===== src/rtl/ec_mem_ctrl_if.sv =====
// Data-memory bus between the EC-stage controller (master) and the SRAM-like data port (slave).
// Two-phase bus: the request is accepted on addr_ok and the response is returned on data_ok.
interface ec_mem_ctrl_if;
    logic        data_req;
    logic        data_wr;
    logic [1:0]  data_size;
    logic [31:0] data_addr;
    logic [3:0]  data_wstrb;
    logic [31:0] data_wdata;
    logic        data_addr_ok;
    logic        data_data_ok;
    logic [31:0] data_rdata;

    modport master (
        output data_req, data_wr, data_size, data_addr, data_wstrb, data_wdata,
        input  data_addr_ok, data_data_ok, data_rdata
    );

    modport slave (
        input  data_req, data_wr, data_size, data_addr, data_wstrb, data_wdata,
        output data_addr_ok, data_data_ok, data_rdata
    );
endinterface


===== src/rtl/ec_mem_ctrl.sv =====
// EC-stage data-memory controller: one bus request per load/store, holds the pipeline until data_ok.
// A refresh drains any in-flight response. The optional stall counter is enabled by EC_MEM_PERF_EN.
module ec_mem_ctrl #(
    parameter int CNT_W = 32
) (
    input  logic              clk,
    input  logic              resetn,
    input  logic              refresh,
    input  logic              ext_stall,
    input  logic              ec_valid,
    input  logic              ec_load,
    input  logic              ec_store,
    input  logic              ec_except,
    input  logic [31:0]       ec_addr,
    input  logic [3:0]        ec_lsV,
    input  logic [31:0]       ec_wdata,
    ec_mem_ctrl_if.master     bus,
    output logic              mem_stall,
    output logic              ec_data_ok,
    output logic [31:0]       ec_data_rdata,
    output logic [CNT_W-1:0]  stall_cnt
);

    typedef enum logic [2:0] {
        S_IDLE  = 3'd0,
        S_REQ   = 3'd1,
        S_WAIT  = 3'd2,
        S_DONE  = 3'd3,
        S_DRAIN = 3'd4
    } state_t;

    state_t      state_q, state_d;
    logic [31:0] rdata_q, rdata_d;
    logic        mem_op;
    logic        access;

    assign mem_op = ec_valid & (ec_load | ec_store);
    assign access = mem_op & ~ec_except & ~refresh;

    always_comb begin
        state_d = state_q;
        rdata_d = rdata_q;
        case (state_q)
            S_IDLE: begin
                if (access) state_d = bus.data_addr_ok ? S_WAIT : S_REQ;
            end
            S_REQ: begin
                if (bus.data_addr_ok) state_d = refresh ? S_DRAIN : S_WAIT;
                else if (refresh)     state_d = S_IDLE;
            end
            S_WAIT: begin
                // A response that coincides with a flush belongs to the flushed instruction.
                if (refresh) begin
                    state_d = bus.data_data_ok ? S_IDLE : S_DRAIN;
                end else if (bus.data_data_ok) begin
                    state_d = S_DONE;
                    rdata_d = bus.data_rdata;
                end
            end
            S_DONE: begin
                if (refresh || !ext_stall) state_d = S_IDLE;
            end
            S_DRAIN: begin
                if (bus.data_data_ok) state_d = S_IDLE;
            end
            default: state_d = S_IDLE;
        endcase
    end

    always_ff @(posedge clk) begin
        if (!resetn) begin
            state_q <= S_IDLE;
            rdata_q <= 32'd0;
        end else begin
            state_q <= state_d;
            rdata_q <= rdata_d;
        end
    end

    always_comb begin
        bus.data_size = 2'd2;
        case (ec_lsV)
            4'b0001, 4'b0010, 4'b0100, 4'b1000: bus.data_size = 2'd0;
            4'b0011, 4'b1100:                   bus.data_size = 2'd1;
            default:                            bus.data_size = 2'd2;
        endcase
    end

    assign bus.data_req   = ((state_q == S_IDLE) & access) | (state_q == S_REQ);
    assign bus.data_wr    = ec_store;
    assign bus.data_addr  = ec_addr;
    assign bus.data_wstrb = ec_store ? ec_lsV : 4'b0000;
    assign bus.data_wdata = ec_wdata;

    assign mem_stall = ((state_q == S_IDLE) & access)
                     | (state_q == S_REQ)
                     | (state_q == S_WAIT)
                     | ((state_q == S_DRAIN) & mem_op);

    assign ec_data_ok    = (state_q == S_DONE);
    assign ec_data_rdata = rdata_q;

`ifdef EC_MEM_PERF_EN
    logic [CNT_W-1:0] stall_cnt_q, stall_cnt_d;

    always_comb begin
        stall_cnt_d = stall_cnt_q;
        if (mem_stall) stall_cnt_d = stall_cnt_q + {{(CNT_W-1){1'b0}}, 1'b1};
    end

    always_ff @(posedge clk) begin
        if (!resetn) stall_cnt_q <= '0;
        else         stall_cnt_q <= stall_cnt_d;
    end

    assign stall_cnt = stall_cnt_q;
`else
    assign stall_cnt = '0;
`endif

endmodule


===== src/flat_wrapper.sv =====
// flat-port wrapper written by rule: the top's interface ports become plain ports
module ec_mem_ctrl_flat 
#(
    parameter int CNT_W = 32
)
  (clk, resetn, refresh, ext_stall, ec_valid, ec_load, ec_store, ec_except, ec_addr, ec_lsV, ec_wdata, mem_stall, ec_data_ok, ec_data_rdata, stall_cnt, bus_data_req, bus_data_wr, bus_data_size, bus_data_addr, bus_data_wstrb, bus_data_wdata, bus_data_addr_ok, bus_data_data_ok, bus_data_rdata);
  ec_mem_ctrl_if bus_i ();
  input  logic clk;
  input  logic resetn;
  input  logic refresh;
  input  logic ext_stall;
  input  logic ec_valid;
  input  logic ec_load;
  input  logic ec_store;
  input  logic ec_except;
  input  logic [31:0] ec_addr;
  input  logic [3:0] ec_lsV;
  input  logic [31:0] ec_wdata;
  output logic mem_stall;
  output logic ec_data_ok;
  output logic [31:0] ec_data_rdata;
  output logic [CNT_W-1:0] stall_cnt;
  output wire logic [$bits(bus_i.data_req)-1:0] bus_data_req;
  output wire logic [$bits(bus_i.data_wr)-1:0] bus_data_wr;
  output wire logic [$bits(bus_i.data_size)-1:0] bus_data_size;
  output wire logic [$bits(bus_i.data_addr)-1:0] bus_data_addr;
  output wire logic [$bits(bus_i.data_wstrb)-1:0] bus_data_wstrb;
  output wire logic [$bits(bus_i.data_wdata)-1:0] bus_data_wdata;
  input wire logic [$bits(bus_i.data_addr_ok)-1:0] bus_data_addr_ok;
  input wire logic [$bits(bus_i.data_data_ok)-1:0] bus_data_data_ok;
  input wire logic [$bits(bus_i.data_rdata)-1:0] bus_data_rdata;
  assign bus_data_req = bus_i.data_req;
  assign bus_data_wr = bus_i.data_wr;
  assign bus_data_size = bus_i.data_size;
  assign bus_data_addr = bus_i.data_addr;
  assign bus_data_wstrb = bus_i.data_wstrb;
  assign bus_data_wdata = bus_i.data_wdata;
  assign bus_i.data_addr_ok = bus_data_addr_ok;
  assign bus_i.data_data_ok = bus_data_data_ok;
  assign bus_i.data_rdata = bus_data_rdata;
  ec_mem_ctrl #(.CNT_W(CNT_W)) u_core (.clk(clk), .resetn(resetn), .refresh(refresh), .ext_stall(ext_stall), .ec_valid(ec_valid), .ec_load(ec_load), .ec_store(ec_store), .ec_except(ec_except), .ec_addr(ec_addr), .ec_lsV(ec_lsV), .ec_wdata(ec_wdata), .bus(bus_i), .mem_stall(mem_stall), .ec_data_ok(ec_data_ok), .ec_data_rdata(ec_data_rdata), .stall_cnt(stall_cnt));
endmodule

===== config.mk =====
export PLATFORM = sky130hd
export DESIGN_NAME = ec_mem_ctrl_flat
export DESIGN_NICKNAME = d
export VERILOG_FILES = /design/src/rtl/ec_mem_ctrl_if.sv /design/src/rtl/ec_mem_ctrl.sv /design/src/flat_wrapper.sv
export SDC_FILE = /design/constraint.sdc
export NUM_CORES = 1
export LEC_CHECK = 0
export BUFFER_PORTS_ARGS = -buffer_cell sky130_fd_sc_hd__buf_4
export CORE_AREA = 2 2 96 98
export DETAILED_ROUTE_END_ITERATION = 10
export DIE_AREA = 0 0 98 100
export PLACE_DENSITY = 0.79
export SETUP_SLACK_MARGIN = 0.5
export SYNTH_ARGS = -nofsm -noshare
export SYNTH_HDL_FRONTEND = slang
export SYNTH_SLANG_ARGS = --single-unit

===== constraint.sdc =====
create_clock -name clk -period 1.16 [get_ports clk]
set_input_delay 0.116 -clock clk [delete_from_list [all_inputs] [get_ports clk]]
set_output_delay 0.116 -clock clk [all_outputs]
set_load 0.1 [all_outputs]

==> flow_metrics.env, run 1 <==
export IMPL_power_leakage_nw=1.46
export IMPL_ys_seq_area_frac=0.289
export IMPL_nets=446
export IMPL_grt_setup_unrepaired="yes"
export IMPL_syn_inst=291
export IMPL_cts_sinks=35
export IMPL_first_pass_iters=4
export IMPL_grt_pass1_wl_mm=9.25
export IMPL_antenna_left=0
export IMPL_power_density_nw_per_um2=825
export IMPL_period_needed_ps=1440
export IMPL_postSynthAreaPerCell_um2=8.32
export IMPL_hold_path_class="in -> reg"
export IMPL_nFillCells=821
export IMPL_required_ps=1040
export IMPL_status="finished with violations"
export IMPL_remaining_drc_errors=0
export IMPL_post_route_util=0.427
export IMPL_crit_slowest_cell="dfxtp_4"
export IMPL_start_util=0.272
export IMPL_max_freq_ghz=0.692
export IMPL_cts_tree="done"
export IMPL_crit_chain="buf_12 -> nor2_4 -> nand2_2 -> o21ai_4 -> buf_12"
export IMPL_overflow=0
export IMPL_via_per_inst=4.20
export IMPL_drive_gt1_frac=0.652
export IMPL_port_buffers=87
export IMPL_stdcell_area_um2=3790
export IMPL_vdd_ir_drop_worst_uv=548
export IMPL_htreeDepth=2
export IMPL_violations="negative setup slack"
export IMPL_pin_count=248
export IMPL_clk_path_buf_depth=2
export IMPL_setup_tns_final_ps=-2700
export IMPL_root_buffer="clkbuf_8"
export IMPL_antenna_cells=0
export IMPL_dp_final_hpwl_mm=4.12
export IMPL_setup_ws_ps=-285
export IMPL_ctsHoldBuffers=0
export IMPL_synth_area_top_cells="buf_4 (31%), dfxtp_1 (29%), a21boi_2 (14%)"
export IMPL_dieArea_um2=9800
export IMPL_crit_type="reg -> out"
export IMPL_cap_violations=0
export IMPL_core_um2=8890
export IMPL_endpoint_kind="output port"
export IMPL_max_stage_delay_ps=370
export IMPL_grt_util_all_layers=0.118
export IMPL_antenna_found_initial=0
export IMPL_grt_max_degree=23
export IMPL_gp_congestion=0.700
export IMPL_clock_latency_ps=280
export IMPL_wl_mm=5.97
export IMPL_ys_warn_count=0
export IMPL_crit_path_max_fanout=5
export IMPL_drt_iter0_drc=12
export IMPL_netlist_area_um2=2420
export IMPL_cp_common_cell="buf_12"
export IMPL_critical_path_arrival_ps=1330
export IMPL_vias=1877
export IMPL_critPathBufInv=2
export IMPL_fin_total_pwr_w=0.00313
export IMPL_critPathTopFamily="flip-flops"
export IMPL_fin_cells=447
export IMPL_drv_slew=0
export IMPL_startpoint_type="flop"
export IMPL_rows=35
export IMPL_ys_types=32
export IMPL_yosysTopAreaCellShare=0.307
export IMPL_die_w_um=98
export IMPL_cts_buffers=5
export IMPL_wl_per_cell_um=13.3
export IMPL_clk_pin_slew_ps=70
export IMPL_hold_viol=0
export IMPL_area_growth_pct=56.6
export IMPL_period_share=1.25
export IMPL_placed_area_um2=2930
export IMPL_die_y_um=100
export IMPL_numPlacedInstances=427
export IMPL_first_global_vias=1913
export IMPL_synth_area_leader_cell="buf_4"
export IMPL_clock_skew_final_ps=10.7
export IMPL_setup_violations=38
export IMPL_synth_seq_cells=35
power breakdown:
group          leakage, nW  internal, W  switching, W  total [W]
Sequential           0.309      0.00114     0.0000113    0.00115
Clock               0.0414     0.000400      0.000427   0.000827
Combinational         1.11     0.000338      0.000815    0.00115
Total                 1.46      0.00188       0.00125    0.00313
placed cells by master, fill, tap and decap left out, types with 2 or more instances in the layout:
cell,n
nor2_4,3
inv_1,2
conb_1,32
nand2_2,3
mux2i_1,2
nand2_1,67
buf_6,12
o21ai_4,2
buf_4,57
a21boi_2,30
nand3_4,2
dfxtp_4,33
and2_4,4
buf_8,6
clkbuf_8,5
buf_12,43
nor3_4,2
metrics by stage:
stage	setup slack, ps	hold WS [ps]
after CTS	-286	58.2
after floorplan	-279	250
after detailed placement	-179	233
after global routing	-351	65.1
final	-285	72.8
after global placement	-114	233
final cells by class:
cell class / instances / area (um2) / area share
Clock buffer: 5 / 68.8 / 0.0181
Clock inverter: 2 / 8.76 / 0.00231
Inverter: 3 / 18.8 / 0.00495
Multi-Input combinational cell: 173 / 1220 / 0.321
Sequential cell: 35 / 826 / 0.218
Tap cell: 111 / 139 / 0.0366
Timing Repair Buffer: 118 / 1510 / 0.399
worst min-delay path, delay by kind of cell:
family                 cells  cell delay, ps
and+or+nand+nor            1              60
AOI/OAI and AO/OA          1              40
buffers and inverters      1             110
flip-flops by register name (all words and copies together) (netlist names):
register and flops:
u_core.state_q 3, u_core.ec_data_rdata 32
final timing paths:
| check | startpoint | to | slack (ps) | cells past startpoint |
|---|---|---|---|---|
| max | u_core.state_q[0]$_SDFFE_PN0P_ | mem_stall | -280 | 5 |
| min | bus_data_rdata[8] | u_core.ec_data_rdata[8]$_SDFFE_PN0P_ | 70 | 3 |
| max reg2reg | u_core.state_q[1]$_SDFFE_PN0P_ | u_core.state_q[1]$_SDFFE_PN0P_ | -150 | 5 |
| min reg2reg | u_core.ec_data_rdata[31]$_SDFFE_PN0P_ | u_core.ec_data_rdata[31]$_SDFFE_PN0P_ | 500 | 2 |
cells in the mapped netlist:
master and count:
nor3b_1 2, and2_1 5, a22o_1 1, a21boi_2 30, o311ai_0 1, buf_2 4
clkbuf_1 4, nand2b_1 1, a21oi_1 2, a21boi_0 2, nor2_1 5, nand3_1 3
inv_1 3, o2111ai_1 1, a2111oi_4 1, o32ai_1 1, and3_1 1, o31ai_1 1
nor3_1 2, o21ai_0 3, buf_4 99, nor2b_2 1, nor2b_1 1, mux2i_1 2
xnor2_1 1, conb_1 1, or2_4 1, dfxtp_1 35, a31oi_1 1, buf_6 4
and2b_1 1, nand2_1 71
kinds of logic (layout without fill, tap and decap cells):
logic type	Yosys count	in the layout	share of synthesized area
buffers and inverters	114	128	0.345
AND/OR/NAND/NOR	94	94	0.165
AO/OA/AOI/OAI	44	44	0.188
flip-flops	35	35	0.289
multiplexers	2	2	0.00826
other	1	32	0.00155
XOR/XNOR	1	1	0.00362
metal layers:
layer | GRT usage | routed length (um) | share of wire | vias up
li1 | - | - | - | 887
met1 | 0.119 | 2070 | 0.35 | 856
met2 | 0.214 | 3160 | 0.53 | 96
met3 | 0.0390 | 493 | 0.083 | 38
met4 | 0.0641 | 245 | 0.041 | 0
met5 | 0 | 0 | 0 | -
what timing repair did:
action                     in CTS  in global routing
cloned                          1                  0
gates resized for setup       157                  9
setup buffers                   8                  4
setup endpoints to repair      77                 76
pin swaps                      18                  6
Power figures use the tool's default switching activity.
==> inputs of run 2 (changes only) <==
Settings changed: CORE_AREA 2 2 96 98 to default, CORE_ASPECT_RATIO from default to 0.5, CORE_MARGIN from default to 2, CORE_UTILIZATION from default to 32, DIE_AREA 0 0 98 100 to default, PLACE_DENSITY 0.79 to 0.88, SLEW_MARGIN from default to 20.
==> run 2 against run 1 <==
Compared with the run above:
- the flow still finishes with violations (negative setup slack)
- core utilization up 13 points
- sequential power about the same
- critical path type unchanged
- final cell count down 2.9%
- flip-flop and latch count unchanged
- worst hold slack better by 11 ps
- via count up 1.9%
- sequential share of layout area down 1.4 points
==> flow_metrics.env, run 2 (synthesis gave the netlist of run 1 again) <==
export IMPL_nFillCells=555
export IMPL_startpoint_type="flop"
export IMPL_final_cell_mix="buf_4 (51), nand2_1 (49), buf_12 (44), dfxtp_4 (34), conb_1 (32)"
export IMPL_die_w_um=127
export IMPL_overflow=0
export IMPL_grt_max_degree=33
export IMPL_root_buffer="clkbuf_16"
export IMPL_hold_viol=0
export IMPL_crit_type="reg -> out"
export IMPL_clock_latency_ps=270
export IMPL_cts_buffers=5
export IMPL_drive_gt1_frac=0.722
export IMPL_remaining_drc_errors=0
export IMPL_crit_path_max_fanout=5
export IMPL_critical_path_arrival_ps=1350
export IMPL_core_um2=7320
export IMPL_first_pass_iters=4
export IMPL_drt_iter0_drc=72
export IMPL_power_density_nw_per_um2=888
export IMPL_antenna_found_initial=0
export IMPL_start_util=0.331
export IMPL_grt_setup_unrepaired="yes"
export IMPL_met1_usage=0.134
export IMPL_hold_path_class="in -> reg"
export IMPL_gp_congestion=0.757
export IMPL_max_freq_ghz=0.684
export IMPL_cts_sinks=35
export IMPL_via_per_inst=4.41
export IMPL_layout_commonest_cell="buf_4"
export IMPL_setup_ws_ps=-303
export IMPL_die_y_um=65.5
export IMPL_cts_tree="done"
export IMPL_period_share=1.26
export IMPL_pin_count=248
export IMPL_grt_busiest_layer="met2"
export IMPL_clock_skew_final_ps=3.19
export IMPL_cap_violations=0
export IMPL_area_growth_pct=68.2
export IMPL_vdd_ir_drop_worst_uv=510
export IMPL_hold_ws_ps=84.1
export IMPL_first_global_vias=1891
export IMPL_wl_per_cell_um=16.3
export IMPL_setup_violations=38
export IMPL_drv_slew=0
export IMPL_port_buffers=87
export IMPL_vias=1912
export IMPL_fin_total_pwr_w=0.00362
export IMPL_status="finished with violations"
export IMPL_use_met3=0.0537
export IMPL_dieArea_um2=8320
export IMPL_required_ps=1040
export IMPL_largest_reg_flops=32
export IMPL_regArea_um2=830
export IMPL_clk_path_buf_depth=2
export IMPL_rows=22
export IMPL_dp_final_hpwl_mm=4.12
export IMPL_ctsHoldBuffers=0
export IMPL_power_leakage_nw=1.68
export IMPL_setup_tns_final_ps=-7270
export IMPL_violations="negative setup slack"
export IMPL_wl_mm=7.09
export IMPL_nets=447
export IMPL_endpoint_kind="output port"
export IMPL_use_met2=0.286
export IMPL_post_route_util=0.557
export IMPL_antenna_cells=0
export IMPL_grt_util_all_layers=0.142
export IMPL_antenna_left=0
export IMPL_period_needed_ps=1460
export IMPL_multi_input_area_um2=1360
export IMPL_clk_pin_slew_ps=50
export IMPL_grt_pass1_wl_mm=9.35
export IMPL_htreeDepth=2
## run 2: cell count changes in the layout (fill, tap and decap cells not counted), sizes merged
cell,change
clkbuf,+3
buf,-2
clkinv,+1
## run 2: critical path: stages (launching register included)
cell,delay (ps)
dfxtp_4,360
buf_8,140
nor2_4,110
nand2_4,70
o21ai_4,190
buf_12,200
## run 2: metal layers
| metal | share of wire | routed length (um) |
|---|---|---|
| met5 | 0 | 0 |
| met1 | 0.33 | 2330 |
| met3 | 0.085 | 606 |
| met4 | 0.013 | 95 |
| met2 | 0.57 | 4060 |
## run 2: where the power goes
part	total, W	switching, W	internal (W)
combinational	0.00120	0.000846	0.000351
clock	0.00127	0.000486	0.000782
sequential	0.00115	0.0000135	0.00114
## run 2: metrics by stage
stage	instances	worst slack, ps	area, um2
global placement	408	-109	2880
global route	434	-333	4080
CTS	423	-242	3720
finish	434	-303	4080
detailed placement	408	-139	2880
floorplan	322	-279	2820
## run 2: path summary, 6_finish.rpt
path | start | end | slack (ps) | depth (start not counted)
worst max-delay path | u_core.state_q[1]$_SDFFE_PN0P_ | mem_stall | -300 | 5
worst min-delay path | bus_data_rdata[10] | u_core.ec_data_rdata[10]$_SDFFE_PN0P_ | 80 | 3
worst max register to register | u_core.state_q[0]$_SDFFE_PN0P_ | u_core.ec_data_rdata[5]$_SDFFE_PN0P_ | -230 | 6
worst min register to register | u_core.ec_data_rdata[16]$_SDFFE_PN0P_ | u_core.ec_data_rdata[16]$_SDFFE_PN0P_ | 490 | 2
## run 2: repair_timing
action,in CTS,in global routing
pin swaps,15,48
endpoints found under the setup margin,77,76
cloned,2,4
resized for setup,156,59
buffers inserted,5,7
## run 2: layout make-up
class,count,area share
Multi-Input combinational cell,173,0.333
Tap cell,96,0.0295
Sequential cell,35,0.204
Inverter,3,0.00461
Timing Repair Buffer,119,0.395
Clock buffer,5,0.0307
Clock inverter,3,0.00368
